$ cat config.mk
export PLATFORM = sky130hd
export DESIGN_NAME = vpu_ub_writeback_flat
export DESIGN_NICKNAME = d
export VERILOG_FILES = /design/src/rtl/vpu_ub_writeback_if.sv /design/src/rtl/vpu_ub_writeback.sv /design/src/flat_wrapper.sv
export SDC_FILE = /design/constraint.sdc
export NUM_CORES = 1
export LEC_CHECK = 0
export BUFFER_PORTS_ARGS = -buffer_cell sky130_fd_sc_hd__buf_2
export CAP_MARGIN = 20
export CORE_ASPECT_RATIO = 2
export CORE_MARGIN = 5
export CORE_UTILIZATION = 55
export CTS_BUF_LIST = sky130_fd_sc_hd__clkbuf_8
export DETAILED_ROUTE_END_ITERATION = 8
export MAX_ROUTING_LAYER = met4
export PLACE_DENSITY = 0.76
export SLEW_MARGIN = 5
export SYNTH_ARGS = -nofsm -noshare
export SYNTH_HDL_FRONTEND = slang
export SYNTH_SLANG_ARGS = --single-unit
$ cat constraint.sdc
create_clock -name clk -period 7.3 [get_ports clk]
set_clock_uncertainty 0.05 [all_clocks]
set_input_delay 0.365 -clock clk [delete_from_list [all_inputs] [get_ports clk]]
set_output_delay 0.365 -clock clk [all_outputs]
set_load 0.03 [all_outputs]
$ cat src/rtl/vpu_ub_writeback_if.sv
// rtl/vpu_ub_writeback_if.sv - unified buffer row write bus between collector and UB
interface vpu_ub_writeback_if #(
    parameter int N      = 2,
    parameter int DATA_W = 16,
    parameter int ADDR_W = 16
);
    logic [N*DATA_W-1:0] wr_data_out;
    logic [ADDR_W-1:0]   wr_addr_out;
    logic                wr_valid_out;
    logic                wr_ready_in;

    // Collector side drives the row, UB side answers with ready
    modport master (
        output wr_data_out,
        output wr_addr_out,
        output wr_valid_out,
        input  wr_ready_in
    );

    modport slave (
        input  wr_data_out,
        input  wr_addr_out,
        input  wr_valid_out,
        output wr_ready_in
    );
endinterface

$ cat src/rtl/vpu_ub_writeback.sv
// rtl/vpu_ub_writeback.sv - N-lane skew-absorbing writeback collector for the unified buffer
module vpu_ub_writeback #(
    parameter int SYSTOLIC_ARRAY_WIDTH = 2,
    parameter int DATA_W               = 16,
    parameter int FIFO_DEPTH           = 4,
    parameter int ADDR_W               = 16
) (
    input  logic                                   clk,
    input  logic                                   rst,
    input  logic                                   cfg_start,
    input  logic [ADDR_W-1:0]                      cfg_base_addr,
    input  logic [15:0]                            cfg_row_count,
    input  logic [SYSTOLIC_ARRAY_WIDTH*DATA_W-1:0] lane_data_in,
    input  logic [SYSTOLIC_ARRAY_WIDTH-1:0]        lane_valid_in,
    vpu_ub_writeback_if.master                     ub,
    output logic                                   busy,
    output logic                                   done,
    output logic                                   overflow_err
);
    localparam int N     = SYSTOLIC_ARRAY_WIDTH;
    localparam int PTR_W = $clog2(FIFO_DEPTH);

    localparam logic [PTR_W:0]  FULL_LEVEL = (PTR_W+1)'(FIFO_DEPTH);
    localparam logic [ADDR_W-1:0] ROW_STRIDE = ADDR_W'(SYSTOLIC_ARRAY_WIDTH);

    localparam logic [1:0] ST_IDLE    = 2'd0;
    localparam logic [1:0] ST_COLLECT = 2'd1;
    localparam logic [1:0] ST_FINISH  = 2'd2;

    logic [1:0]        state;
    logic [15:0]       row_count_q;
    logic [15:0]       rows_popped;
    logic [15:0]       rows_accepted;
    logic [ADDR_W-1:0] next_addr;

    logic [DATA_W-1:0] fifo_mem [N][FIFO_DEPTH];
    logic [PTR_W-1:0]  rd_ptr   [N];
    logic [PTR_W-1:0]  wr_ptr   [N];
    logic [PTR_W:0]    fill     [N];

    logic              in_collect;
    logic              all_lanes_ready;
    logic              out_free;
    logic              row_pop;
    logic              row_accept;
    logic [N-1:0]      lane_push;
    logic [N-1:0]      lane_push_ok;
    logic [N-1:0]      lane_drop;
    logic [N*DATA_W-1:0] row_heads;

    assign in_collect = (state == ST_COLLECT);
    assign busy       = in_collect;
    assign done       = (state == ST_FINISH);
    assign out_free   = !ub.wr_valid_out || ub.wr_ready_in;
    assign row_accept = ub.wr_valid_out && ub.wr_ready_in;

    // A row leaves the FIFOs only when every lane has a word, the output slot frees up and rows remain
    assign row_pop = in_collect && all_lanes_ready && out_free && (rows_popped < row_count_q);

    // Per-lane occupancy, push acceptance and overflow detection
    always_comb begin
        all_lanes_ready = 1'b1;
        lane_push       = '0;
        lane_push_ok    = '0;
        lane_drop       = '0;
        for (int i = 0; i < N; i++) begin
            if (fill[i] == '0) begin
                all_lanes_ready = 1'b0;
            end
            lane_push[i]    = in_collect && lane_valid_in[i];
            // A full FIFO still takes a word when the same cycle pops its head
            lane_push_ok[i] = lane_push[i] && ((fill[i] != FULL_LEVEL) || row_pop);
            lane_drop[i]    = lane_push[i] && (fill[i] == FULL_LEVEL) && !row_pop;
        end
    end

    // Gather the head word of every lane into one aligned row
    always_comb begin
        row_heads = '0;
        for (int i = 0; i < N; i++) begin
            row_heads[i*DATA_W +: DATA_W] = fifo_mem[i][rd_ptr[i]];
        end
    end

    // Lane FIFO storage; contents need no reset because fill levels gate every read
    always_ff @(posedge clk) begin
        for (int i = 0; i < N; i++) begin
            if (lane_push_ok[i]) begin
                fifo_mem[i][wr_ptr[i]] <= lane_data_in[i*DATA_W +: DATA_W];
            end
        end
    end

    // Lane FIFO pointers; leftovers are flushed whenever no transfer is collecting
    always_ff @(posedge clk) begin
        for (int i = 0; i < N; i++) begin
            if (rst || !in_collect) begin
                rd_ptr[i] <= '0;
                wr_ptr[i] <= '0;
                fill[i]   <= '0;
            end else begin
                if (lane_push_ok[i]) begin
                    wr_ptr[i] <= wr_ptr[i] + 1'b1;
                end
                if (row_pop) begin
                    rd_ptr[i] <= rd_ptr[i] + 1'b1;
                end
                fill[i] <= fill[i] + (PTR_W+1)'(lane_push_ok[i]) - (PTR_W+1)'(row_pop);
            end
        end
    end

    // Transfer sequencing, row/address counters and the output row register
    always_ff @(posedge clk) begin
        if (rst) begin
            state           <= ST_IDLE;
            row_count_q     <= '0;
            rows_popped     <= '0;
            rows_accepted   <= '0;
            next_addr       <= '0;
            overflow_err    <= 1'b0;
            ub.wr_valid_out <= 1'b0;
            ub.wr_data_out  <= '0;
            ub.wr_addr_out  <= '0;
        end else begin
            case (state)
                ST_IDLE: begin
                    if (cfg_start) begin
                        row_count_q   <= cfg_row_count;
                        next_addr     <= cfg_base_addr;
                        rows_popped   <= '0;
                        rows_accepted <= '0;
                        overflow_err  <= 1'b0;
                        state         <= (cfg_row_count == 16'd0) ? ST_FINISH : ST_COLLECT;
                    end
                end
                ST_COLLECT: begin
                    if (|lane_drop) begin
                        overflow_err <= 1'b1;
                    end
                    if (row_pop) begin
                        ub.wr_valid_out <= 1'b1;
                        ub.wr_data_out  <= row_heads;
                        ub.wr_addr_out  <= next_addr;
                        next_addr       <= next_addr + ROW_STRIDE;
                        rows_popped     <= rows_popped + 16'd1;
                    end else if (ub.wr_ready_in) begin
                        ub.wr_valid_out <= 1'b0;
                    end
                    if (row_accept) begin
                        rows_accepted <= rows_accepted + 16'd1;
                        if (rows_accepted == row_count_q - 16'd1) begin
                            state <= ST_FINISH;
                        end
                    end
                end
                ST_FINISH: begin
                    state <= ST_IDLE;
                end
                default: begin
                    state <= ST_IDLE;
                end
            endcase
        end
    end
endmodule
$ cat src/flat_wrapper.sv
// flat-port wrapper written by rule: the top's interface ports become plain ports
module vpu_ub_writeback_flat 
#(
    parameter int SYSTOLIC_ARRAY_WIDTH = 2,
    parameter int DATA_W               = 16,
    parameter int FIFO_DEPTH           = 4,
    parameter int ADDR_W               = 16
)
  (clk, rst, cfg_start, cfg_base_addr, cfg_row_count, lane_data_in, lane_valid_in, busy, done, overflow_err, ub_wr_data_out, ub_wr_addr_out, ub_wr_valid_out, ub_wr_ready_in);
  vpu_ub_writeback_if #(.DATA_W(DATA_W), .ADDR_W(ADDR_W)) ub_i ();
  input  logic clk;
  input  logic rst;
  input  logic cfg_start;
  input  logic [ADDR_W-1:0] cfg_base_addr;
  input  logic [15:0] cfg_row_count;
  input  logic [SYSTOLIC_ARRAY_WIDTH*DATA_W-1:0] lane_data_in;
  input  logic [SYSTOLIC_ARRAY_WIDTH-1:0] lane_valid_in;
  output logic busy;
  output logic done;
  output logic overflow_err;
  output wire logic [$bits(ub_i.wr_data_out)-1:0] ub_wr_data_out;
  output wire logic [$bits(ub_i.wr_addr_out)-1:0] ub_wr_addr_out;
  output wire logic [$bits(ub_i.wr_valid_out)-1:0] ub_wr_valid_out;
  input wire logic [$bits(ub_i.wr_ready_in)-1:0] ub_wr_ready_in;
  assign ub_wr_data_out = ub_i.wr_data_out;
  assign ub_wr_addr_out = ub_i.wr_addr_out;
  assign ub_wr_valid_out = ub_i.wr_valid_out;
  assign ub_i.wr_ready_in = ub_wr_ready_in;
  vpu_ub_writeback #(.SYSTOLIC_ARRAY_WIDTH(SYSTOLIC_ARRAY_WIDTH), .DATA_W(DATA_W), .FIFO_DEPTH(FIFO_DEPTH), .ADDR_W(ADDR_W)) u_core (.clk(clk), .rst(rst), .cfg_start(cfg_start), .cfg_base_addr(cfg_base_addr), .cfg_row_count(cfg_row_count), .lane_data_in(lane_data_in), .lane_valid_in(lane_valid_in), .ub(ub_i), .busy(busy), .done(done), .overflow_err(overflow_err));
endmodule
==> results.md, run 1 <==
- Measured along the y axis, the die boundary spans 211 um.
- After layout, the worst path uses 64.8% of the clock period.
- The overall overflow remaining after global route is 0.
- The slowest cell on the critical path is sky130_fd_sc_hd__or3_2.
- The minimum clock period after layout is 4.73 ns.
- After synthesis the cells add up to 0.0111 mm2.
- The worst setup path is captured at a flop.
- Entering global routing, the biggest net connects 89 pins.
- Setup violations remaining at the end of the flow were counted as 0.
- The worst register-to-register path begins at u_core.row_count_q[6].
- Summing over every cut layer, the via total after detailed routing is 8,119.
- The clock tree synthesis step divided the H-tree into 2 levels.
- The area taken by multi-input logic gates is 0.00422 mm2.
- Counting instances, the worst hold path has a depth of 1.
- The number of detailed-routing iterations run before antenna repair is 5.
- For this block, the routed nets add up to 27.7 mm of wire.
- Dividing the detail-routed wire length by the instance count gives 19.6 um.
- At the pin with the least slew margin, the transition time is 1.10 ns.
- The post-route netlist has 19.8% of its cells at a drive strength greater than 1.
- The max-slew violation total from the final report is 0.
- Power spread over the standard cell area amounts to 222 mW/mm2.
- In the final layout, flip-flops and latches occupy 0.00653 mm2.
- Counting along the longest clock path gives a buffer depth of 3.
- The signal on the critical path passes through inv_1, ha_1, and3_1, o211ai_1, a21boi_0, or3_2, buf_4, inv_2, buf_4, ha_1, inv_1, ha_1, inv_1, fa_1, xor2_1, xnor2_1, nor2_1.
- The iteration-0 DRC count of the detailed router is 427.
- The worst IR drop on VDD is 0.206 mV.
- 122 I/O pins were placed.
- The number of nets handed over by synthesis was 1,088.
- During synthesis, Yosys emitted a total of 0 warnings.
- Measured in cells, the most critical reg-to-reg path has a length of 17.
- The number of placed instances with taps included is 1,326.
- Measured along the x axis, the die boundary spans 111 um.
- The worst-case headroom to the max-slew limit is 26.2%.
- The prevailing post-synth register cell is sky130_fd_sc_hd__edfxtp_1.
- Clock latency on the worst-skew pair, taken at its later pin, is 0.53 ns.
- The startpoint kind of the worst setup timing path is a flop.
- The DRC violation count after routing is 0.
- The final hold violation count was 0.
- Detailed placement ended at an HPWL of 19.4 mm.
- The endpoint of the most critical register-to-register path is u_core.fill[0][2].
- The core region is 0.0199 mm2.
- At the worst endpoint, the required time is 7.67 ns.
- Buffers inserted during clock tree synthesis total 36.
- In this design, the stage delay of the slowest critical-path cell is 0.76 ns.
- In this run the most critical hold path is launched from lane_data_in[2].
- The data arrival at the endpoint of the critical path is 5.09 ns.
- The area enclosed by the die boundary is 0.0233 mm2.
- The register-to-register setup slack is 2.57 ns.
- The run finished with clean final reports.
- The number of global-route vias before repair came to 8,332.
- The category of the most critical setup path is reg -> reg.
- In this run, synthesis produced a sequential element count of 258.
- The number of buffers and inverters on the critical path is 6.
- CTS placed an instance of sky130_fd_sc_hd__clkbuf_8 at the clock tree root.
- After synthesis, the netlist uses 58 different library cells.
- For hold timing, the worst endpoint is u_core.fifo_mem[0][34].
- TritonCTS built the clock tree.
- The number of fill cells is 1,610.
- The initial standard-cell utilization of the core is 55.8%.
- The min-delay analysis places its worst path in the category in -> reg.
- Row generation in the floorplan step produced 73 rows.
- The initial antenna violation count is 0.
- The first global-routing pass estimated 43.8 mm of wire.
- Among cell families on the critical path, the largest total delay comes from buffers and inverters.
- The layout overhead on the synthesized area is 15.9%.
- After clock tree synthesis, the clock-pin slew on the worst setup and hold paths is 0.07 ns.
- The detail route stage leaves a number of antenna-violating nets equal to 0.
- The number of max-cap violations is 0.
- The upper clock frequency limit is 0.212 GHz.
- Routability-driven placement finished with a final weighted congestion of 0.927.
- In the synthesized netlist the async set-or-reset flop fraction comes to 0%.
- The number of gates resized after cts is 0.
- Counting flops with a built-in enable in the synthesized netlist gives 136.
- The post-CTS repair timing setup buffer count is 0.
- Adding up every negative setup slack in the final design gives 0 ns.
- The maximum fanout along the worst path is 38.
- The finished layout holds 1,418 standard cells, fillers aside.
- The number of input and output port buffers inserted is 121.
- For this run, the post-layout net count is 1,233.
- Sequential elements use 58.7% of the synthesized area.
- The post-synthesis average cell area is 11.3 um2.
- Setup repair after global routing left no endpoint under its margin.
- Summed over all cells, the static leakage comes to 4.66 nW.
- The number of antenna diodes in the final layout is 0.
- Clock tree synthesis found a total of 258 sinks.
- In the global route stage, overall resource usage came out at 24.5%.
- Synthesis handed over a netlist of 985 instances.
- In the routed layout, each cell is associated on average with a via count of 5.73.
- The critical path runs through a total of 17 cells.
## flip-flops by register name, indices dropped and copies added, names as in the netlist
signal,flops
u_core.fifo_mem,128
u_core.ub.wr_data_out,32
u_core.next_addr,16
u_core.row_count_q,16
u_core.rows_accepted,16
u_core.rows_popped,16
u_core.ub.wr_addr_out,16
u_core.fill,6
u_core.rd_ptr,4
u_core.wr_ptr,4
u_core.state,2
u_core.overflow_err,1
u_core.ub.wr_valid_out,1
## power by group
part / total [mW] / internal (mW) / switching [mW]
combinational: 0.223 / 0.0933 / 0.129
clock: 1.06 / 0.529 / 0.533
sequential: 1.58 / 1.55 / 0.0265
total: 2.86 / 2.17 / 0.689
## what timing repair did
item / CTS / global route
endpoints found under the hold margin: 111 / 0
setup endpoints to repair: 0 / 0
hold buffers: 28 / 0
## synth_stat cells, drive strengths merged (4+ instances only)
master,n,area share (%)
and3,17,0.96
o31ai,9,0.61
nor4,10,0.56
ha,31,3.5
o211ai,5,0.34
mux2i,5,0.45
xnor2,23,1.8
or3,8,0.45
o21ai,21,0.95
nor2,41,1.4
nand3,21,0.95
nand4,14,0.79
mux4,32,6.5
or4,11,0.74
buf,13,0.63
a31oi,5,0.34
o32ai,8,0.63
inv,38,1.3
nor3,21,0.95
xor2,12,0.95
edfxtp,136,37
clkbuf,40,1.4
nand2b,6,0.34
nor3b,4,0.27
nand2,179,6.0
a21oi,107,4.8
dfxtp,122,22
## worst max path at each step
stage	start	endpoint	slack [ns]
after floorplan	u_core.row_count_q[6]	u_core.fill[1][2]	3.91
after global placement	u_core.row_count_q[6]	u_core.fill[0][2]	2.71
after detailed placement	u_core.row_count_q[6]	u_core.fill[0][2]	2.62
after CTS	u_core.row_count_q[6]	u_core.fill[0][2]	2.58
after global routing	u_core.row_count_q[6]	u_core.fill[0][2]	2.25
final	u_core.row_count_q[6]	u_core.fill[0][2]	2.57
## cell type report
class	count	share of cell area, %
Clock buffer	42	4.49
Timing Repair Buffer	160	7.52
Sequential cell	258	50.7
Multi-Input combinational cell	635	32.8
Clock inverter	22	0.797
Inverter	39	1.14
Tap cell	262	2.55
## metal layers
metal  wire, um  up-vias  track usage (%)
met3       1110       92             3.27
li1           -     3883                -
met1       9740     3922             24.6
met4       1900        0             15.9
met5          0        -                -
met2      15000      222             44.3
## layout by cell type (no fill, tap or decap), drive strengths merged, types with 3 or more instances in the layout
master / netlist / final
nor2: 41 / 41
o31ai: 9 / 9
nor4b: 3 / 3
nor4: 10 / 10
nor3b: 4 / 4
clkinv: 1 / 13
o22ai: 3 / 3
dfxtp: 122 / 122
nor3: 21 / 21
a31oi: 5 / 5
or2: 3 / 3
xnor2: 23 / 23
or4: 11 / 11
nand3: 21 / 21
mux2i: 5 / 5
a311oi: 3 / 3
edfxtp: 136 / 136
and3: 17 / 17
and4: 3 / 3
mux4: 32 / 32
ha: 31 / 31
o211ai: 5 / 5
o32ai: 8 / 8
nand2b: 6 / 6
nand4: 14 / 14
xor2: 12 / 12
dlygate4sd3: 0 / 28
inv: 38 / 46
a21boi: 3 / 3
or3: 8 / 8
o21ai: 21 / 21
nand2: 179 / 179
a21oi: 107 / 107
buf: 13 / 132
clkbuf: 40 / 42
## kinds of logic after synthesis
logic type / Yosys count / synth area share, %
multiplexers: 38 / 7.04
adder cells (fa/ha/maj): 33 / 3.85
AND/OR/NAND/NOR: 347 / 14.5
buffers and inverters: 92 / 3.30
AO/OA/AOI/OAI: 182 / 9.79
flip-flops: 258 / 58.7
XOR/XNOR: 35 / 2.76
## per-stage QoR
step | total power, mW | utilization [%] | worst slack [ns] | area [um2] | hold slack, ns
2_1_floorplan | 1.74 | - | 3.91 | 11100 | 0.382
3_3_place_gp | 1.81 | 59.8 | 2.71 | 11900 | 0.395
3_5_place_dp | 1.82 | 59.8 | 2.62 | 11900 | 0.397
4_1_cts | 2.89 | 64.7 | 2.58 | 12900 | 0.000940
5_1_grt | 2.98 | 64.7 | 2.25 | 12900 | 0.00427
6_report | 2.86 | 64.7 | 2.57 | 12900 | 0.0241
No activity file was read; power rests on OpenSTA's default activity.
==> run 2, diff against run 1 <==
PLACE_DENSITY = 0.79   (was 0.76)
clock period = 4.03 ns   (was 7.3 ns; I/O delays follow)
==> results.md, run 2 (synthesized netlist as in run 1, its figures left out) <==
- The run finished with clean final reports.
- The top cell family by delay on the critical path is adder cells.
- The number of max-cap violations is 0 (unchanged).
- The pin slew with the least headroom to its limit is 0.875 ns (-0.229 ns).
- The upper clock frequency limit came to 0.275 GHz (+30%).
- The longest individual stage delay on the worst path was 0.57 ns (-0.19 ns).
- The number of gates resized after cts came to 0 (unchanged).
- The count of endpoints failing setup in the final report is 0 (unchanged).
- The switching fraction of total power came to 23.4% (-0.68 points).
- The clock-pin slew on the worst setup and hold paths was 0.06 ns (about the same).
- The placed instance area is 0.0121 mm2 (+1.2%).
- The cell at the root of the clock tree is sky130_fd_sc_hd__clkbuf_8.
- The logic gate share of total power is 7.9% (about the same).
- The overall overflow remaining after global route came to 0 (unchanged).
- The hold buffer count at CTS was 60 (+110%).
- The final design instance area without fill is 0.0135 mm2 (+4.9%).
- The number of input and output port buffers inserted is 121 (unchanged).
- The number of nets in the layout is 1,283 (+4.1%).
- The iteration-0 DRC count of the detailed router is 524 (+23%).
- The category of the most critical setup path is reg -> reg.
- The mean number of vias per cell is 5.80 (+1.3%).
- The worst IR drop on VDD came to 0.416 mV (+100%).
- The final wirelength came to 30.2 mm (+8.7%).
- The number of detailed-routing iterations run before antenna repair is 5 (unchanged).
- The maximum fanout along the worst path is 6 (-84%).
- The clock tree from TritonCTS is done.
- The minimum clock period after layout is 3.64 ns (-1.09 ns).
- The share of the core filled with cells in the final layout is 67.8% (+3.2 points).
- The number of global-route vias before repair is 8,809 (+5.7%).
- The worst slack at placement is 0.449 ns (-2.17 ns).
- The post-route total power was 5.61 mW (+96%).
- The maximum number of pins on one net before global-route repair is 51 (-43%).
- The cell-internal power is 4.29 mW (+98%).
- The maximum buffer depth of the clock tree was 3 (unchanged).
- The static leakage came to 4.97 nW (+6.7%).
- The data arrival at the endpoint of the critical path is 3.99 ns (-1.10 ns).
- The total global routing track utilization is 26.6% (+2.1 points).
- The clock latency at the later pin of the worst-skew pair was 0.54 ns (about the same).
- The number of primary I/O pins is 122 (unchanged).
- The final cell count without fillers is 1,472 (+3.8%).
- The final period utilization came to 90.2% (+25 points).
- The power density relative to cell area is 415 mW/mm2 (+87%).
- The DRC violation count after routing is 0 (unchanged).
- The global-route wire length before repair came to 47.5 mm (+8.5%).
- STA classifies the critical path startpoint as a flop.
- The commonest non-fill, non-tap cell in the layout is sky130_fd_sc_hd__nand2_1.
- The site row count is 73 (unchanged).
- The via count is 8,535 (+5.1%).
- The post-CTS repair timing setup buffer count is 0 (unchanged).
- The net switching power came to 1.31 mW (+90%).
- The slowest cell on the critical path is sky130_fd_sc_hd__or3_2.
- The critical path required time is 4.39 ns (-3.28 ns).
- The routed wirelength normalized by instance count came to 20.5 um (+4.7%).
- The clock group share of total power is 41.2% (+4.1 points).
- The number of buffers and inverters on the critical path is 4 (-2).
- The number of placed instances with taps included was 1,342 (+1.2%).
- The number of flip-flops under the largest register name is 128 (unchanged).
- The number of buffers created by CTS is 38 (+5.6%).
- The area enclosed by the die boundary is 0.0233 mm2 (unchanged).
- The proportion of layout cells with a drive suffix above 1 was 21.0% (+1.2 points).
- Compared with the post-synthesis result, the final layout area differs by 21.5%.
- The worst hold slack after final layout was 0.0234 ns (-0.000698 ns).
- The final RePlAce weighted congestion is 0.969 (+4.5%).
- Walking the worst path, the cells encountered are inv_1, ha_1, and3_1, o211ai_1, a21boi_0, or3_2, inv_2, o211ai_1, ha_1, inv_1, ha_1, inv_1, fa_1, xor2_1, xnor2_1, nor2_1.
- The final setup slack of the worst path is 0.394 ns (-2.18 ns).
- The worst setup path is captured at a flop.
- The initial standard-cell utilization of the core was 55.8% (unchanged).
- The half-perimeter wire length after placement was 20.6 mm (+6.0%).
- The class of the tightest hold or removal check is in -> reg.
- The die height is 211 um (unchanged).
- Setup repair after global routing left no endpoint under its margin.
- The final hold violation count came to 0 (unchanged).
- The number of fill cells is 1,498 (-7.0%).
- The share of power burned in registers is 51.0% (-4.1 points).
- Leaving out fill and tap cells, the most frequent cells in the layout are 179 x sky130_fd_sc_hd__nand2_1, 136 x sky130_fd_sc_hd__edfxtp_1, 122 x sky130_fd_sc_hd__dfxtp_1, 121 x sky130_fd_sc_hd__buf_2, 107 x sky130_fd_sc_hd__a21oi_1.
- The setup total negative slack is 0 ns (unchanged).
- The max-slew violation total from the final report is 0 (unchanged).
- The area of the core came to 0.0199 mm2 (unchanged).
- The clock sink count was 258 (unchanged).
- The initial antenna violation count was 1 (+1).
- The die boundary width was 111 um (unchanged).
- The worst-case headroom to the max-slew limit is 41.7% (+15 points).
- The number of antenna-violating nets in the routed design is 0 (unchanged).
- The H-tree depth reported by CTS is 2 (unchanged).
-- run 2: cell types whose count changed in the layout (fill, tap and decap cells not counted), moves of 2 or more --
cell,change
sky130_fd_sc_hd__clkinv_2,+2
sky130_fd_sc_hd__buf_4,+14
sky130_fd_sc_hd__clkbuf_8,+3
sky130_fd_sc_hd__bufinv_16,+4
sky130_fd_sc_hd__dlygate4sd3_1,+32
sky130_fd_sc_hd__buf_12,+2
sky130_fd_sc_hd__clkinv_1,-5
-- run 2: final timing paths --
| kind | start | cells after the start | slack (ns) | endpoint |
|---|---|---|---|---|
| setup / recovery | u_core.row_count_q[6] | 16 | 0.39 | u_core.fill[0][2] |
| hold / removal | cfg_base_addr[15] | 3 | 0.02 | u_core.next_addr[15] |
| setup reg to reg | u_core.row_count_q[6] | 16 | 0.39 | u_core.fill[0][2] |
| hold reg to reg | u_core.overflow_err | 2 | 0.41 | u_core.overflow_err |
-- run 2: worst reg2reg max path: cells and delay by family, from the launching register on --
kind / cells / cell delay [ns]
DFF: 1 / 0.43
xor gates and xnor gates: 2 / 0.31
and+or+nand+nor: 3 / 0.81
buffers and inverters: 4 / 0.32
adders and majority gates: 4 / 1.14
AOI/OAI and AO/OA: 3 / 0.47
-- run 2: final cells by class --
| cell class | instances | area (um2) | area share (%) |
|---|---|---|---|
| clock buffer | 45 | 619 | 4.59 |
| timing repair buffer | 208 | 1430 | 10.6 |
| multi-input combinational | 635 | 4220 | 31.3 |
| clock inverter | 24 | 221 | 1.64 |
| sequential | 258 | 6530 | 48.3 |
| inverter | 39 | 146 | 1.08 |
| tap | 262 | 328 | 2.43 |
| antenna | 1 | 2.50 | 0.0185 |
-- run 2: per-layer routing --
metal  part of all wire, %  track usage [%]
met4                   7.9             18.6
met1                    33             26.5
met2                    54             47.5
met3                   4.8             3.61
met5                     0                -
-- run 2: power groups by stage --
| stage | Clock, mW | Sequential, mW | Combinational, mW |
|---|---|---|---|
| 6_report | 2.31 | 2.86 | 0.441 |
| 5_1_grt | 2.47 | 2.86 | 0.481 |
| 4_1_cts | 2.34 | 2.86 | 0.437 |
| 3_5_place_dp | 0 | 2.91 | 0.389 |
| 3_3_place_gp | 0 | 2.91 | 0.382 |
| 2_1_floorplan | 0 | 2.89 | 0.252 |
==> run 3, diff against run 2 <==
ABC_AREA = 1   (was unset)
CTS_CLUSTER_SIZE = 30   (was unset)
HOLD_SLACK_MARGIN = 0.15   (was unset)
PLACE_DENSITY = 0.78   (was 0.79)
==> results.md, run 3 <==
- The run finished with clean final reports.
- Setup repair after global routing left no endpoint under its margin.
- The distinct cell type count of the synthesized netlist is 41 (-29%).
- The clock sink count came to 258 (unchanged).
- The net count of the mapped netlist was 1,422 (+31%).
- The library cell used most frequently in the layout, excluding fill and tap cells, is sky130_fd_sc_hd__nor2_1.
- The initial antenna violation count is 1 (unchanged).
- The half-perimeter wire length after placement was 21.1 mm (+2.6%).
- The final wirelength is 31.2 mm (+3.5%).
- The worst-case headroom to the max-slew limit is 26.9% (-15 points).
- The cell area after technology mapping is 0.0117 mm2 (+5.3%).
- The die height is 216 um (+2.5%).
- The share of synthesized flip-flops with an asynchronous set or reset is 0% (unchanged).
- The final period utilization came to 82.2% (-8.0 points).
- In the layout the commonest cells are 314 x sky130_fd_sc_hd__nor2_1, 184 x sky130_fd_sc_hd__nand2_1, 136 x sky130_fd_sc_hd__edfxtp_1, 122 x sky130_fd_sc_hd__dfxtp_1, 121 x sky130_fd_sc_hd__buf_2.
- The class of the tightest hold or removal check is in -> reg.
- The cell at the root of the clock tree is sky130_fd_sc_hd__clkbuf_8.
- The post-route total power is 5.54 mW (-1.1%).
- In this run the critical register-to-register path is launched from u_core.row_count_q[13].
- The static leakage came to 5.55 nW (+12%).
- The post-CTS repair timing setup buffer count is 0 (unchanged).
- The worst hold slack after final layout was 0.259 ns (+0.236 ns).
- The minimum clock period after layout is 3.31 ns (-0.323 ns).
- The startpoint kind of the worst setup timing path is a flop.
- The proportion of layout cells with a drive suffix above 1 came to 14.2% (-6.8 points).
- The H-tree depth reported by CTS is 2 (unchanged).
- The worst IR drop on VDD is 0.310 mV (-25%).
- The area of the core was 0.0210 mm2 (+5.6%).
- The final setup slack of the worst path is 0.717 ns (+0.323 ns).
- The number of fill cells is 1,703 (+14%).
- The number of antenna-violating nets in the routed design came to 0 (unchanged).
- The number of detailed-routing iterations run before antenna repair is 6 (+1).
- The number of cells on the worst hold path is 3 (unchanged).
- The upper clock frequency limit was 0.302 GHz (+9.7%).
- The layout overhead on the synthesized area is 19.7%.
- The overall overflow remaining after global route is 0 (unchanged).
- The mean number of vias per cell is 5.54 (-4.4%).
- The total global routing track utilization is 26.3% (-0.33 points).
- The number of max-cap violations is 0 (unchanged).
- The proportion of netlist area held by the largest area contributor is 34.9% (-1.9 points).
- The area enclosed by the die boundary came to 0.0245 mm2 (+4.9%).
- The max-slew violation total from the final report came to 0 (unchanged).
- The number of input and output port buffers inserted came to 121 (unchanged).
- The clock latency at the later pin of the worst-skew pair is 0.53 ns (about the same).
- The commonest cells after synthesis are 314 x sky130_fd_sc_hd__nor2_1, 184 x sky130_fd_sc_hd__nand2_1, 136 x sky130_fd_sc_hd__edfxtp_1, 122 x sky130_fd_sc_hd__dfxtp_1, 116 x sky130_fd_sc_hd__o21ai_0.
- The site row count is 75 (+2.7%).
- In this run the most critical hold path is launched from cfg_start.
- The global-route wire length before repair came to 49.7 mm (+4.6%).
- The routed wirelength normalized by instance count is 17.3 um (-16%).
- STA classifies the critical path endpoint as a flop.
- The maximum buffer depth of the clock tree came to 3 (unchanged).
- The depth of the most critical reg-to-reg path is 18 (+2).
- The most used flip-flop cell after synthesis is sky130_fd_sc_hd__edfxtp_1.
- The post-synthesis sequential element count was 258 (unchanged).
- The number of buffers created by CTS is 35 (-7.9%).
- The slowest cell on the critical path is sky130_fd_sc_hd__fa_1.
- The number of standard cells after synthesis is 1,319 (+34%).
- Of all cell types, the one taking the most synthesized area is sky130_fd_sc_hd__edfxtp_1.
- The worst setup path is of the reg -> reg kind.
- The number of flip-flops under the largest register name is 128 (unchanged).
- The critical path required time came to 4.40 ns (about the same).
- The clock-pin slew on the worst setup and hold paths is 0.08 ns (+0.02 ns).
- The power density relative to cell area was 396 mW/mm2 (-4.7%).
- The iteration-0 DRC count of the detailed router was 761 (+45%).
- The data arrival at the endpoint of the critical path is 3.68 ns (-0.31 ns).
- The share of synthesized area occupied by flip-flops and latches is 55.8% (-3.0 points).
- The worst slack at placement is 0.713 ns (+0.264 ns).
- The count of endpoints failing setup in the final report is 0 (unchanged).
- The DRC violation count after routing is 0 (unchanged).
- The number of primary I/O pins is 122 (unchanged).
- The number of global-route vias before repair is 10,200 (+15%).
- Walking the worst path, the cells encountered are inv_1, ha_1, a21oi_1, nor2_1, o21ai_0, nand2_1, nor2_1, nand2_2, nand2_1, nand3_2, ha_1, inv_1, ha_1, inv_1, fa_1, xor2_1, o21ai_0, a21oi_1.
- In the post-synthesis netlist, the cell with the most instances is sky130_fd_sc_hd__nor2_1.
- The longest individual stage delay on the worst path is 0.38 ns (-0.19 ns).
- The critical path starts at u_core.row_count_q[13].
- The setup total negative slack is 0 ns (unchanged).
- The die boundary width is 113 um (+2.4%).
- The pin slew with the least headroom to its limit is 1.10 ns (+0.222 ns).
- The maximum fanout along the worst path is 13 (+7).
- The post-synthesis average cell area is 8.87 um2 (-21%).
- TritonCTS built the clock tree.
- The maximum number of pins on one net before global-route repair came to 58 (+14%).
- The number of nets in the layout is 1,614 (+26%).
- The initial standard-cell utilization of the core was 55.7% (-0.13 points).
- The final RePlAce weighted congestion is 0.971 (+0.26%).
- Sorting the synthesized cells by area gives the leading types as sky130_fd_sc_hd__edfxtp_1 35%, sky130_fd_sc_hd__dfxtp_1 21%, sky130_fd_sc_hd__nor2_1 10%.
- The via count is 10,000 (+17%).
- The synthesis warning total is 0 (unchanged).
- The number of synthesized flops with an enable pin is 136 (unchanged).
- The final hold violation count is 0 (unchanged).
-- run 3: changes by cell type in the layout (fill, tap and decap cells not counted), moves of 32 or more --
cell,before,now
sky130_fd_sc_hd__a21oi_1,107,63
sky130_fd_sc_hd__inv_1,45,97
sky130_fd_sc_hd__mux4_2,32,0
sky130_fd_sc_hd__nand3_1,21,56
sky130_fd_sc_hd__nor2_1,41,314
sky130_fd_sc_hd__o21ai_0,20,116
-- run 3: layer usage --
layer,GRT usage (%),up-vias,share of wire (%)
li1,-,4833,-
met1,25.2,4701,34
met4,19.5,0,8.3
met3,3.35,135,4.5
met2,47.1,354,53
met5,-,-,0
-- run 3: worst max-delay path: cells and delay by family, from the launching register on --
| family | cells | cell delay [ns] |
|---|---|---|
| and+or+nand+nor | 6 | 0.76 |
| xor gates and xnor gates | 1 | 0.17 |
| adders and majority gates | 4 | 1.11 |
| DFF | 1 | 0.36 |
| AOI/OAI and AO/OA | 4 | 0.58 |
| buffers and inverters | 3 | 0.19 |
-- run 3: metrics by stage --
stage          util (%)  instances  area (um2)
6_report           66.6       1808       14000
3_3_place_gp       59.7       1674       12600
2_1_floorplan         -       1319       11700
4_1_cts            66.5       1806       14000
5_1_grt            66.6       1808       14000
3_5_place_dp       59.7       1674       12600
-- run 3: timing repair --
action / 4_1_cts / 5_1_grt
hold buffers: 68 / 0
endpoints found under the hold margin: 185 / 0
resized for setup: 0 / 0
-- run 3: cells by family after synthesis --
kind of cell	Yosys count	synth area share, %
simple gates	616	22.0
buf+inv	149	5.10
flops	258	55.8
mux	1	0.0855
xor+xnor	31	2.32
compound gates	231	11.1
fa+ha+maj	33	3.66
-- run 3: path summary, 6_finish.rpt --
kind,slack [ns],end
worst max-delay path,0.72,u_core.fill[1][2]
worst min-delay path,0.26,u_core.row_count_q[7]
worst max register to register,0.72,u_core.fill[1][2]
worst min register to register,0.43,u_core.ub.wr_data_out[12]
-- run 3: layout make-up --
class	instances	area (um2)	area share, %
clock inverters	21	149	1.06
inverters	92	345	2.47
multi-input cells	912	4580	32.7
flip-flops and latches	258	6530	46.6
clock buffers	43	592	4.22
diodes	1	2.50	0.0179
repair buffers	212	1480	10.6
well taps	269	337	2.40
-- run 3: power by group --
part	total [mW]	switching, mW	internal, mW
combinational	0.580	0.364	0.216
sequential	2.88	0.0560	2.82
clock	2.08	0.979	1.10
total	5.54	1.40	4.14
